`src/rtl/uart_pkg.sv`:
```
// uart_pkg: shared FSM states, parity modes and limits for the UART transceiver.
package uart_pkg;
    typedef enum logic [2:0] {
        ST_IDLE,
        ST_START,
        ST_DATA,
        ST_PARITY,
        ST_STOP
    } uart_state_t;

    typedef enum logic [1:0] {
        PAR_NONE  = 2'b00,
        PAR_EVEN  = 2'b01,
        PAR_ODD   = 2'b10,
        PAR_NONE3 = 2'b11
    } parity_mode_t;

    localparam int UART_MIN_DIV = 4;

    function automatic logic par_en(input logic [1:0] mode);
        return mode == PAR_EVEN || mode == PAR_ODD;
    endfunction
endpackage

```
`src/rtl/uart_sync_fifo.sv`:
```
// uart_sync_fifo: single-clock FIFO with show-ahead read data.
// Ports: clk, resetn (async, active-low), push/wdata, pop/rdata, full, empty.
// Pushes while full and pops while empty are ignored; rdata reads 0 when empty.
module uart_sync_fifo #(
    parameter int WIDTH = 8,
    parameter int DEPTH = 4
) (
    input  logic             clk,
    input  logic             resetn,
    input  logic             push,
    input  logic             pop,
    input  logic [WIDTH-1:0] wdata,
    output logic [WIDTH-1:0] rdata,
    output logic             full,
    output logic             empty
);
    localparam int AW = $clog2(DEPTH);

    logic [WIDTH-1:0] mem [DEPTH];
    logic [AW:0]      wp, rp;

    // Extra pointer bit tells full from empty when the indices coincide.
    assign empty = wp == rp;
    assign full  = (wp[AW] != rp[AW]) && (wp[AW-1:0] == rp[AW-1:0]);
    assign rdata = empty ? '0 : mem[rp[AW-1:0]];

    always_ff @(posedge clk)
        if (push && !full) mem[wp[AW-1:0]] <= wdata;

    always_ff @(posedge clk or negedge resetn)
        if (!resetn) begin
            wp <= '0;
            rp <= '0;
        end else begin
            if (push && !full) wp <= wp + 1'b1;
            if (pop && !empty) rp <= rp + 1'b1;
        end
endmodule

```
`src/rtl/uart_xcvr.sv`:
```
// uart_xcvr: UART transceiver with TX/RX FIFOs, run-time divisor and error pulses.
// Ports: clk, resetn (async, active-low), divisor, tx_data/tx_valid/tx_ready,
// rx_data/rx_valid/rx_ready, ser_txd, ser_rxd, tx_busy, rx_frame_err, rx_overrun.
// UART_XCVR_PARITY_EN adds parity_mode[1:0] (00/11 none, 01 even, 10 odd) and rx_parity_err.
module uart_xcvr
    import uart_pkg::*;
#(
    parameter int DATA_BITS  = 8,
    parameter int FIFO_DEPTH = 4,
    parameter int DIV_W      = 16
) (
    input  logic                 clk,
    input  logic                 resetn,
    input  logic [DIV_W-1:0]     divisor,
    input  logic [DATA_BITS-1:0] tx_data,
    input  logic                 tx_valid,
    output logic                 tx_ready,
    output logic [DATA_BITS-1:0] rx_data,
    output logic                 rx_valid,
    input  logic                 rx_ready,
    output logic                 ser_txd,
    input  logic                 ser_rxd,
    output logic                 tx_busy,
    output logic                 rx_frame_err,
    output logic                 rx_overrun
`ifdef UART_XCVR_PARITY_EN
    ,
    input  logic [1:0]           parity_mode,
    output logic                 rx_parity_err
`endif
);
    localparam int BW = $clog2(DATA_BITS);
    localparam logic [BW-1:0] LAST = BW'(DATA_BITS - 1);

    logic [1:0]       pmode;
    logic [DIV_W-1:0] div_eff;

`ifdef UART_XCVR_PARITY_EN
    assign pmode = parity_mode;
`else
    assign pmode = 2'b00;
`endif
    assign div_eff = (divisor < DIV_W'(UART_MIN_DIV)) ? DIV_W'(UART_MIN_DIV) : divisor;

    uart_state_t          tx_state, tx_next;
    logic                 tx_empty, tx_full, tx_pop, tx_tick, tx_par, tx_pen, tx_on, tx_line;
    logic [DATA_BITS-1:0] tx_head, tx_sh;
    logic [DIV_W-1:0]     tx_div, tx_cnt;
    logic [BW-1:0]        tx_bit;

    uart_sync_fifo #(.WIDTH(DATA_BITS), .DEPTH(FIFO_DEPTH)) u_tx_fifo (
        .clk(clk), .resetn(resetn), .push(tx_valid), .pop(tx_pop), .wdata(tx_data),
        .rdata(tx_head), .full(tx_full), .empty(tx_empty)
    );

    assign tx_ready = ~tx_full;
    assign tx_tick  = tx_cnt == '0;
    assign tx_pop   = tx_state == ST_IDLE && !tx_empty;
    assign tx_busy  = tx_on || tx_state != ST_IDLE || !tx_empty;
    assign tx_line  = tx_state == ST_START  ? 1'b0 :
                      tx_state == ST_DATA   ? tx_sh[0] :
                      tx_state == ST_PARITY ? tx_par : 1'b1;

    always_comb begin
        tx_next = tx_state;
        case (tx_state)
            ST_IDLE:   if (!tx_empty) tx_next = ST_START;
            ST_START:  if (tx_tick) tx_next = ST_DATA;
            ST_DATA:   if (tx_tick && tx_bit == LAST) tx_next = tx_pen ? ST_PARITY : ST_STOP;
            ST_PARITY: if (tx_tick) tx_next = ST_STOP;
            default:   if (tx_tick) tx_next = ST_IDLE;
        endcase
    end

    always_ff @(posedge clk or negedge resetn)
        if (!resetn) tx_state <= ST_IDLE;
        else tx_state <= tx_next;

    // The line is registered from the state, so every bit lasts exactly tx_div
    // cycles and a reset drives the pin high without waiting for a clock.
    always_ff @(posedge clk or negedge resetn)
        if (!resetn) begin
            ser_txd <= 1'b1;
            tx_on   <= 1'b0;
            tx_sh   <= '0;
            tx_div  <= '0;
            tx_cnt  <= '0;
            tx_bit  <= '0;
            tx_par  <= 1'b0;
            tx_pen  <= 1'b0;
        end else begin
            ser_txd <= tx_line;
            tx_on   <= tx_state != ST_IDLE;
            if (tx_pop) begin
                tx_sh  <= tx_head;
                tx_div <= div_eff;
                tx_cnt <= div_eff - 1'b1;
                tx_bit <= '0;
                tx_pen <= par_en(pmode);
                tx_par <= ^tx_head ^ (pmode == PAR_ODD);
            end else if (tx_state != ST_IDLE) begin
                tx_cnt <= tx_tick ? tx_div - 1'b1 : tx_cnt - 1'b1;
                if (tx_tick && tx_state == ST_DATA) begin
                    tx_sh  <= tx_sh >> 1;
                    tx_bit <= tx_bit + 1'b1;
                end
            end
        end

    uart_state_t          rx_state, rx_next;
    logic                 rx_s1, rx_s2, rx_s3, rx_brk, rx_tick, rx_fall, rx_stop_hit, rx_push;
    logic                 rx_full, rx_empty;
    logic [DATA_BITS-1:0] rx_sh;
    logic [DIV_W-1:0]     rx_div, rx_cnt;
    logic [BW-1:0]        rx_bit;
    logic [1:0]           rx_pm;

    uart_sync_fifo #(.WIDTH(DATA_BITS), .DEPTH(FIFO_DEPTH)) u_rx_fifo (
        .clk(clk), .resetn(resetn), .push(rx_push), .pop(rx_ready), .wdata(rx_sh),
        .rdata(rx_data), .full(rx_full), .empty(rx_empty)
    );

    assign rx_valid    = ~rx_empty;
    assign rx_tick     = rx_cnt == '0;
    assign rx_fall     = rx_s3 && !rx_s2;
    // rx_brk marks a stop bit already judged low, so the break wait raises no more events.
    assign rx_stop_hit = rx_state == ST_STOP && rx_tick && !rx_brk;
    assign rx_push     = rx_stop_hit && rx_s2 && !rx_full;

    always_comb begin
        rx_next = rx_state;
        case (rx_state)
            ST_IDLE:   if (rx_fall) rx_next = ST_START;
            ST_START:  if (rx_tick) rx_next = rx_s2 ? ST_IDLE : ST_DATA;
            ST_DATA:   if (rx_tick && rx_bit == LAST) rx_next = par_en(rx_pm) ? ST_PARITY : ST_STOP;
            ST_PARITY: if (rx_tick) rx_next = ST_STOP;
            default:   if (rx_s2 && (rx_brk || rx_tick)) rx_next = ST_IDLE;
        endcase
    end

    always_ff @(posedge clk or negedge resetn)
        if (!resetn) rx_state <= ST_IDLE;
        else rx_state <= rx_next;

    always_ff @(posedge clk or negedge resetn)
        if (!resetn) begin
            rx_s1        <= 1'b1;
            rx_s2        <= 1'b1;
            rx_s3        <= 1'b1;
            rx_brk       <= 1'b0;
            rx_sh        <= '0;
            rx_div       <= '0;
            rx_cnt       <= '0;
            rx_bit       <= '0;
            rx_pm        <= 2'b00;
            rx_frame_err <= 1'b0;
            rx_overrun   <= 1'b0;
        end else begin
            rx_s1        <= ser_rxd;
            rx_s2        <= rx_s1;
            rx_s3        <= rx_s2;
            rx_frame_err <= rx_stop_hit && !rx_s2;
            rx_overrun   <= rx_stop_hit && rx_s2 && rx_full;
            if (rx_state == ST_IDLE) begin
                rx_brk <= 1'b0;
                if (rx_fall) begin
                    rx_div <= div_eff;
                    rx_cnt <= div_eff >> 1;
                    rx_bit <= '0;
                    rx_pm  <= pmode;
                end
            end else if (rx_tick) begin
                rx_cnt <= rx_div - 1'b1;
                if (rx_state == ST_DATA) begin
                    rx_sh  <= {rx_s2, rx_sh[DATA_BITS-1:1]};
                    rx_bit <= rx_bit + 1'b1;
                end
                if (rx_stop_hit && !rx_s2) rx_brk <= 1'b1;
            end else begin
                rx_cnt <= rx_cnt - 1'b1;
            end
        end

`ifdef UART_XCVR_PARITY_EN
    logic rx_pbit;

    always_ff @(posedge clk or negedge resetn)
        if (!resetn) begin
            rx_pbit       <= 1'b0;
            rx_parity_err <= 1'b0;
        end else begin
            if (rx_state == ST_PARITY && rx_tick) rx_pbit <= rx_s2;
            rx_parity_err <= rx_stop_hit && par_en(rx_pm) &&
                             ((^rx_sh ^ rx_pbit) != (rx_pm == PAR_ODD));
        end
`endif
endmodule

```
`config.mk`:
```
export PLATFORM = sky130hd
export DESIGN_NAME = uart_xcvr
export DESIGN_NICKNAME = d
export VERILOG_FILES = /design/src/rtl/uart_pkg.sv /design/src/rtl/uart_sync_fifo.sv /design/src/rtl/uart_xcvr.sv
export SDC_FILE = /design/constraint.sdc
export NUM_CORES = 1
export LEC_CHECK = 0
export BUFFER_PORTS_ARGS = -buffer_cell sky130_fd_sc_hd__buf_2
export CAP_MARGIN = 20
export CORE_ASPECT_RATIO = 0.9
export CORE_MARGIN = 2
export CORE_UTILIZATION = 50
export DETAILED_ROUTE_END_ITERATION = 12
export GPL_TIMING_DRIVEN = 0
export HOLD_SLACK_MARGIN = 0.08
export PLACE_DENSITY = 0.67
export SYNTH_ARGS = -nofsm -noshare
export SYNTH_HDL_FRONTEND = slang
export SYNTH_HIERARCHICAL = 1
export SYNTH_SLANG_ARGS = --single-unit
```
`constraint.sdc`:
```
create_clock -name clk -period 4.35 [get_ports clk]
set_input_delay 0.435 -clock clk [delete_from_list [all_inputs] [get_ports clk]]
set_output_delay 0.435 -clock clk [all_outputs]
set_load 0.05 [all_outputs]
```
-- Yosys cells after proc, flatten, opt, wreduce, memory -nomap -nowiden
Memory sizes are Yosys's and may differ from the RTL's.
Cells that the tools add are included.
- bits in registers: 113
- RAM bits: 64
- memories kept: 2
- memories (name ; depth ; bits a word ; rd ports ; clocked after memory_dff ; wr ports ; line ; text):
    u_rx_fifo.mem ; 4 ; 8 ; 1 ; 0 ; 1 ; uart_sync_fifo.sv:19 ; logic [WIDTH-1:0] mem [DEPTH];
    u_tx_fifo.mem ; 4 ; 8 ; 1 ; 0 ; 1 ; uart_sync_fifo.sv:19 ;
- equality and inequality tests: 23
- bitwise operators: 3
- add/subtract/negate cells: 11
- multiplexer cells: 42
- magnitude comparators: 1
- reductions and logical operators: 47
- operators by type and width (operator ; count):
    two-way mux 16 bit ; 7
    subtractor 16 x 1 -> 16 bit, second input constant ; 5
    two-way mux 3 bit ; 17
    two-way mux 8 bit ; 5
    logical NOT 16 bit ; 2
    one-hot mux 3 bit (4 select lines) ; 2
    adder 3 x 1 -> 3 bit, second input constant ; 6
    logical AND 1 bit ; 18
    less-than comparator 16 x 3 -> 1 bit, second input constant ; 1
    != test 2 bit, second input constant ; 7
    equality test 3 x 2 -> 1 bit, second input constant ; 4
    two-way mux 1 bit ; 10
    AND reduction 5 bit ; 2
    nonzero test 2 bit ; 5
    equality test 3 bit, second input constant ; 3
    parity 8 bit ; 1
    equality test 3 x 1 -> 1 bit, second input constant ; 2
    equality test 3 bit ; 2
    logical NOT 1 bit ; 6
    logical NOT 3 bit ; 2
    AND reduction 2 bit ; 3
    AND reduction 3 bit ; 2
    nonzero test 3 bit ; 2
    nonzero test 5 bit ; 1
    6 further kinds ; 12

-- Depth between registers and ports, before layout
Gate-level depths: netlist of run 1.
- depth in word-level cells: 8
- gate-level depth with buffers: 16

-- Modules after synthesis
Netlist of run 1, hierarchy kept.
- modules (own cells, without submodules) (module ; seq. area each (um^2) ; cells an instance ; times used ; area an instance (um^2)):
    uart_xcvr ; 2532.4 ; 632 ; 1 ; 5504.0
    uart_sync_fifo ; 1111.1 ; 95 ; 2 ; 1700.4

-- Least setup slack after synthesis of run 1
No wires, ideal clock.
- kind: reg-to-reg
- start point: register u_tx_fifo.wp[0]
- end point: register tx_cnt[6]
- clock period less this slack: 3470 ps
- data required time: 4208 ps
- cell stages (with the launch flop): 17
- data arrival time: 3329 ps
- setup time: 142 ps
- setup slack: 880 ps
- path buffers: 5
- path through: dfrtp_1 -> xor2_2 -> nor3_2 -> or4_1 -> buf_6 -> clkinv_4 -> buf_6 -> buf_2 -> buf_2 -> buf_2 -> a21o_1 -> ha_1 -> inv_1 -> a211oi_4 -> nand3b_1 -> a21oi_1 -> o221ai_1
- cells in the longest elaborated chain, start to end: 4
- elaborated cells on any way between the ends: 5
- those cells by class: 1 x eq/ne; 1 x mux; 3 x reduce/logical
- ends and longest elaborated chain (what ; line ; text):
    start: declaration ; uart_sync_fifo.sv:20 ; logic [AW:0] wp, rp;
    start signal: assignment ; uart_sync_fifo.sv:35 ; if (push && !full) wp <= wp + 1'b1;
    equality test 3 bit (*) ; uart_sync_fifo.sv:23 ; assign empty = wp == rp;
    net tx_empty ; uart_xcvr.sv:46 ; logic tx_empty, tx_full, tx_pop, tx_tick, tx_par, tx_pen, tx_on, tx_line;
    logical NOT 1 bit (*) ; uart_xcvr.sv:58 ; assign tx_pop = tx_state == ST_IDLE && !tx_empty;
    logical AND 1 bit (*) ; uart_xcvr.sv:58 ;
    two-way mux 16 bit or nonzero test 2 bit (tied branches) ; n/a ;
    end signal: assignment ; uart_xcvr.sv:97 ; tx_cnt <= div_eff - 1'b1;
    end signal: assignment ; uart_xcvr.sv:102 ; tx_cnt <= tx_tick ? tx_div - 1'b1 : tx_cnt - 1'b1;
    end: declaration ; uart_xcvr.sv:48 ; logic [DIV_W-1:0] tx_div, tx_cnt;
The timed path passes the listed nets; every way through them passes the cells marked *.
A chain may end at the register's enable or synchronous reset.

-- Worst setup path in the final report of run 1
Same ends and word-level chain as after synthesis.

==> results of run 1 <==
==> state kept, by name, summed over array words and instances (netlist names), 8 cells and up <==
register       flops
tx_sh              8
u_tx_fifo/mem     32
tx_div            16
rx_cnt            16
tx_cnt            16
u_rx_fifo/mem     32
rx_div            16
rx_sh              8
==> power by group <==
part	switching, uW	leakage [uW]	internal, uW	total [uW]
sequential	296	0.00192	2080	2380
combinational	1070	0.00182	774	1840
clock	667	0.000291	918	1590
total	2030	0.00403	3770	5800
==> final cells by class <==
cell class	count	area share, %
multi-input combinational	586	38.78
clock buffer	19	4.284
tap	240	2.971
inverter	23	0.9038
timing repair buffer	44	2.513
clock inverter	13	1.758
buffer	36	1.733
sequential	177	47.06
==> repair_timing <==
action,in CTS,in global routing
hold buffers,1,0
resized for setup,0,5
setup endpoints to repair,0,7
hold endpoints to repair,51,0
==> cell families (layout without fill, tap and decap cells) <==
family	count (synthesis)	in the layout	share of synthesized area, %
and+or+nand+nor	309	309	16.21
DFF	177	177	53.39
xor gates and xnor gates	41	41	4.370
adders and majority gates	16	16	2.248
buffers and inverters	59	135	2.993
AOI/OAI and AO/OA	186	186	13.95
muxes	34	34	6.829
==> critical path, cell delays in order (launching register included) <==
cell      delay (ns)
dfrtp_2         0.49
xor2_4          0.29
nor3_2          0.18
or4_1           0.57
buf_6           0.17
clkinv_4        0.05
buf_6           0.14
buf_2           0.24
buf_2           0.28
buf_2           0.26
a21o_1          0.14
ha_1            0.14
inv_1           0.10
a211oi_4        0.36
nand3b_1        0.21
a21oi_1         0.20
o221ai_1        0.13
==> Yosys cell counts (all sizes together) (2+ instances only) <==
library cell / number / area (sq um)
a211oi: 10 / 87.58
a21o: 3 / 22.52
a21oi: 42 / 210.2
a22o: 5 / 43.79
a22oi: 6 / 45.04
a311o: 2 / 20.02
a311oi: 4 / 35.03
a31oi: 17 / 118.9
and2: 3 / 18.77
and3: 11 / 68.82
and4: 2 / 17.52
buf: 12 / 85.08
clkbuf: 24 / 90.09
dfrtp: 109 / 2728
dfstp: 4 / 105.1
edfxtp: 64 / 1922
ha: 16 / 200.2
inv: 22 / 82.58
mux2: 12 / 135.1
mux2i: 6 / 60.06
mux4: 16 / 412.9
nand2: 144 / 540.5
nand2b: 7 / 43.79
nand3: 9 / 50.05
nand4: 7 / 58.81
nor2: 52 / 197.7
nor2b: 19 / 118.9
nor3: 31 / 165.2
nor4: 8 / 50.05
o211ai: 9 / 67.56
o21a: 3 / 22.52
o21ai: 48 / 251.5
o21bai: 2 / 15.01
o221ai: 2 / 17.52
o22ai: 3 / 18.77
o2bb2ai: 2 / 17.52
o311ai: 5 / 43.80
o31ai: 14 / 110.1
or2: 2 / 12.51
or3: 6 / 37.54
or4: 5 / 37.54
xnor2: 28 / 245.2
xor2: 13 / 143.9
==> stage by stage <==
stage	setup WS, ns	setup TNS (ns)	instances	total power [uW]
floorplan	0.8798	0	822	3747
global placement	0.2058	0	1104	4165
detailed placement	0.1895	0	1105	4202
CTS	0.1564	0	1138	5804
global route	-0.03013	-0.03013	1138	6153
finish	0.2652	0	1138	5805
==> layer usage <==
layer | vias up | GRT usage, % | wire (microns)
met5 | - | 0 | 0
met4 | 0 | 6.453 | 280
met3 | 22 | 4.628 | 1028
met2 | 196 | 35.91 | 9220
met1 | 3164 | 31.43 | 9428
li1 | 3138 | - | -
==> worst paths after layout <==
check / start / end / slack, ns
max in group asynchronous: resetn / rx_s2 / 3.10
worst min register to register: rx_s1 / rx_s2 / 0.36
worst max-delay path: u_tx_fifo/wp[0] / tx_cnt[6] / 0.27
min in group asynchronous: resetn / rx_div[10] / 0.52
worst max register to register: u_tx_fifo/wp[0] / tx_cnt[6] / 0.27
worst min-delay path: ser_rxd / rx_s1 / 0.11
==> flow_metrics.env, run 1 <==
export IMPL_outcome="completed"
export IMPL_syn_nets=867
export IMPL_slew_violations=0
export IMPL_final_common_cell="nand2_1"
export IMPL_htree_levels=4
export IMPL_ys_seq_elements=177
export IMPL_cts_sinks=177
export IMPL_p_per_area_nw_per_um2=574.4
export IMPL_worst_slew_pin_transition_ns=0.7996
export IMPL_syn_area_per_cell_sq_um=10.83
export IMPL_core_sq_um=17550
export IMPL_syn_to_final_growth_pct=13.49
export IMPL_port_buffers=42
export IMPL_min_path_type="input port to flop"
export IMPL_rows=46
export IMPL_grt_ovfl_total=0
export IMPL_antenna_found_initial=0
export IMPL_cts_root_buffer_cell="clkbuf_16"
export IMPL_n_antenna_cell=0
export IMPL_postLayoutCoreUtil_pct=57.57
export IMPL_post_cts_setup_buffers=0
export IMPL_hold_ws_ns=0.1097
export IMPL_layout_worst_path_cycle_share_pct=93.90
export IMPL_die_area_sq_um=18890
export IMPL_num_fill_cells=1489
export IMPL_initial_core_util_pct=50.73
export IMPL_ios=43
export IMPL_vdd_drop_max_v=0.0003568
export IMPL_nets=930
export IMPL_die_w_microns=144.7
export IMPL_cap_violations=0
export IMPL_critPathRequiredTime_ns=4.64
export IMPL_finalHoldViolCount=0
export IMPL_most_common_layout_cells="nand2_1 (144), dfrtp_1 (108), edfxtp_1 (64)"
export IMPL_grtUsageTotal_pct=22.44
export IMPL_multiInputGateArea_sq_um=3919
export IMPL_relSlewSlack_pct=46.13
export IMPL_rsz0062_at_grt="yes"
export IMPL_synth_edf_count=64
export IMPL_layout_drive_gt1_share_pct=13.81
export IMPL_setup_viol=0
export IMPL_cts_buffers=17
export IMPL_drtIter0Drc=457
export IMPL_start_kind="flop"
export IMPL_grt_pass1_wl_mm=32.80
export IMPL_stdcell_area_sq_um=10110
export IMPL_synth_area_sq_um=8905
export IMPL_viasPerCell=5.729
export IMPL_routedWlPerCell_microns=17.54
export IMPL_holdPathStages=1
export IMPL_die_h_microns=130.6
export IMPL_p_leak_uw=0.004029
export IMPL_async_reset_ff_share_pct=63.84
export IMPL_cts_tree="yes"
export IMPL_insertion_delay_ns=0.43
export IMPL_syn_instance_count=822
export IMPL_period_needed_ns=4.085
export IMPL_vias=6520
export IMPL_cts_clk_slew_worst_paths_ns=0.07
export IMPL_regArea_sq_um=4756
export IMPL_fmax_ghz=0.2448
export IMPL_cp_max_fo=13
export IMPL_r2r_cells=16
export IMPL_yosys_warnings=6
export IMPL_yosysSeqAreaShare_pct=53.39
export IMPL_ant_nets=0
export IMPL_finClkSkew_ns=0.01023
export IMPL_grt_max_degree=63
export IMPL_synth_cell_types=70
export IMPL_cts_max_path_buffers=2
export IMPL_cp_arrival_ns=4.37
export IMPL_crit_type="flop to flop"
export IMPL_endpoint_kind="flop"
export IMPL_hpwl_mm=13.58
export IMPL_synth_flop_cell="dfrtp_1"
export IMPL_finalWeightedCongestion=0.9108
export IMPL_finalWirelength_mm=19.96
export IMPL_drt_first_pass_iters=5
export IMPL_grt_pass1_vias=6332
export IMPL_drc=0
export IMPL_dpl_cell_area_sq_um=9449
Note: power is estimated with default switching activity, not from simulation.
==> run 2, diff against run 1 <==
CTS_BUF_LIST = sky130_fd_sc_hd__clkbuf_8   (was default)
==> run 2 against run 1 <==
Combinational power about the same. Worst hold slack improved by 0.075 ns. Design area decreased by 1.8%. Wire length shrank 1.1%. Highest routed layer unchanged.
==> flow_metrics.env, run 2 (synthesized netlist as in run 1, its figures left out) <==
export IMPL_outcome="completed"
export IMPL_cts_max_path_buffers=2
export IMPL_endpoint_kind="flop"
export IMPL_worstPathCellList="xor2_4, nor3_2, or4_1, buf_6, clkinv_4, buf_6, buf_2, buf_2, buf_2, a21o_1, ha_1, inv_1, a211oi_4, nand3b_1, a21oi_1, o221ai_1"
export IMPL_total_power_uw=5408
export IMPL_port_buffers=42
export IMPL_viasPerCell=5.730
export IMPL_die_h_microns=130.6
export IMPL_fin_setup_tns_ns=0
export IMPL_p_leak_uw=0.003953
export IMPL_dpl_cell_area_sq_um=9449
export IMPL_layout_drive_gt1_share_pct=13.90
export IMPL_r2r_cells=16
export IMPL_holdPathStages=1
export IMPL_finalWirelength_mm=19.73
export IMPL_relSlewSlack_pct=45.15
export IMPL_vdd_drop_max_v=0.0003581
export IMPL_final_common_cell="nand2_1"
export IMPL_worstHoldStart="tx_data[5]"
export IMPL_insertion_delay_ns=0.47
export IMPL_grt_max_degree=63
export IMPL_ios=43
export IMPL_min_path_type="input port to flop"
export IMPL_gr_usage_met3_pct=4.300
export IMPL_use_met2_pct=35.57
export IMPL_cp_max_fo=13
export IMPL_finalHoldViolCount=0
export IMPL_r2r_end="tx_cnt[6]"
export IMPL_crit_buf_inv=7
export IMPL_finClkSkew_ns=0.01902
export IMPL_post_cts_setup_buffers=0
export IMPL_top_usage_layer="met2"
export IMPL_rsz0062_at_grt="yes"
export IMPL_grt_pass1_wl_mm=32.75
export IMPL_fmax_ghz=0.2447
export IMPL_cts_tree="yes"
export IMPL_routedWlPerCell_microns=17.32
export IMPL_hpwl_mm=13.58
export IMPL_postLayoutCoreUtil_pct=56.54
export IMPL_critPathMaxStageDelay_ns=0.57
export IMPL_initial_core_util_pct=50.73
export IMPL_cts_root_buffer_cell="clkbuf_8"
export IMPL_die_w_microns=144.7
export IMPL_drc=0
export IMPL_hold_end="u_tx_fifo/mem[0][5]"
export IMPL_n_antenna_cell=0
export IMPL_vias=6527
export IMPL_htree_levels=4
export IMPL_rrSetupSlack_ns=0.26
export IMPL_p_per_area_nw_per_um2=544.9
export IMPL_slew_violations=0
export IMPL_cp_arrival_ns=4.41
export IMPL_syn_to_final_growth_pct=11.47
export IMPL_crit_type="flop to flop"
export IMPL_layout_worst_path_cycle_share_pct=93.96
export IMPL_cts_clk_slew_worst_paths_ns=0.10
export IMPL_nets=931
export IMPL_finalWeightedCongestion=0.9108
export IMPL_met1_usage_pct=31.58
export IMPL_die_area_sq_um=18890
export IMPL_cp_common_cell="buf_2"
export IMPL_period_needed_ns=4.087
export IMPL_cpMaxStageDelayCell="or4_1"
export IMPL_r2r_start="u_tx_fifo/wp[2]"
export IMPL_grt_ovfl_total=0
export IMPL_worst_slew_pin_transition_ns=0.8141
export IMPL_drtIter0Drc=533
export IMPL_cts_sinks=177
export IMPL_ant_nets=0
export IMPL_start_kind="flop"
export IMPL_drt_first_pass_iters=5
export IMPL_core_sq_um=17550
export IMPL_cpLargestDelayFamily="buffers and inverters"
export IMPL_antenna_found_initial=0
export IMPL_critPathRequiredTime_ns=4.67
export IMPL_grtUsageTotal_pct=22.46
export IMPL_stdcell_area_sq_um=9926
export IMPL_cts_buffers=17
export IMPL_hold_ws_ns=0.1849
export IMPL_rows=46
export IMPL_most_common_layout_cells="nand2_1 (144), dfrtp_1 (107), edfxtp_1 (64)"
export IMPL_setup_viol=0
export IMPL_cap_violations=0
export IMPL_grt_pass1_vias=6319
[run 2: cell types whose count changed in the layout (fill, tap and decap cells not counted)]
| cell | delta |
|---|---|
| clkbuf_16 | -17 |
| clkbuf_8 | +17 |
| dfrtp_1 | -1 |
| inv_1 | +2 |
| dfrtp_2 | +1 |
| clkbuf_1 | -2 |
| dlygate4sd3_1 | +1 |
[run 2: what timing repair did]
item,4_1_cts,5_1_grt
endpoints found under the setup margin,0,7
gates resized for setup,0,6
endpoints found under the hold margin,52,0
hold buffers,2,0
[run 2: worst max path at each step]
stage	startpoint	cells past startpoint	slack [ns]	to
floorplan	u_tx_fifo/wp[0]	16	0.88	tx_cnt[6]
global placement	u_tx_fifo/wp[0]	16	0.21	tx_cnt[6]
detailed placement	u_tx_fifo/wp[1]	16	0.19	tx_cnt[6]
CTS	u_tx_fifo/wp[1]	16	0.15	tx_cnt[6]
global route	u_tx_fifo/wp[2]	16	-0.02	tx_cnt[6]
finish	u_tx_fifo/wp[2]	16	0.26	tx_cnt[6]
[run 2: final cells by class]
cell class | count | area (sq um)
timing repair buffer | 45 | 264.0
fill | 1509 | 7629
clock inverter | 15 | 185.2
buffer | 36 | 175.2
inverter | 23 | 91.34
sequential | 177 | 4757
tap | 240 | 300.3
clock buffer | 17 | 234.0
multi-input combinational | 586 | 3919
[run 2: metrics by stage]
step,instances,setup slack (ns)
floorplan,822,0.8798
global placement,1104,0.2058
detailed placement,1105,0.1895
CTS,1139,0.1466
global route,1139,-0.02004
finish,1139,0.2627
[run 2: worst reg2reg max path, stage by stage (launching register included)]
cell,delay (ns)
dfrtp_1,0.47
xor2_4,0.31
nor3_2,0.19
or4_1,0.57
buf_6,0.17
clkinv_4,0.05
buf_6,0.14
buf_2,0.24
buf_2,0.29
buf_2,0.27
a21o_1,0.14
ha_1,0.14
inv_1,0.09
a211oi_4,0.35
nand3b_1,0.21
a21oi_1,0.20
o221ai_1,0.13
[run 2: routing by layer]
| layer | vias to the layer above | part of all wire (%) |
|---|---|---|
| met1 | 3189 | 47 |
| met4 | 0 | 1.2 |
| met5 | - | 0 |
| li1 | 3133 | - |
| met3 | 22 | 5.0 |
| met2 | 183 | 46 |
[run 2: power breakdown]
group / switching, uW / internal [uW]
Combinational: 1060 / 775
Clock: 626 / 577
Sequential: 293 / 2080
Total: 1980 / 3430
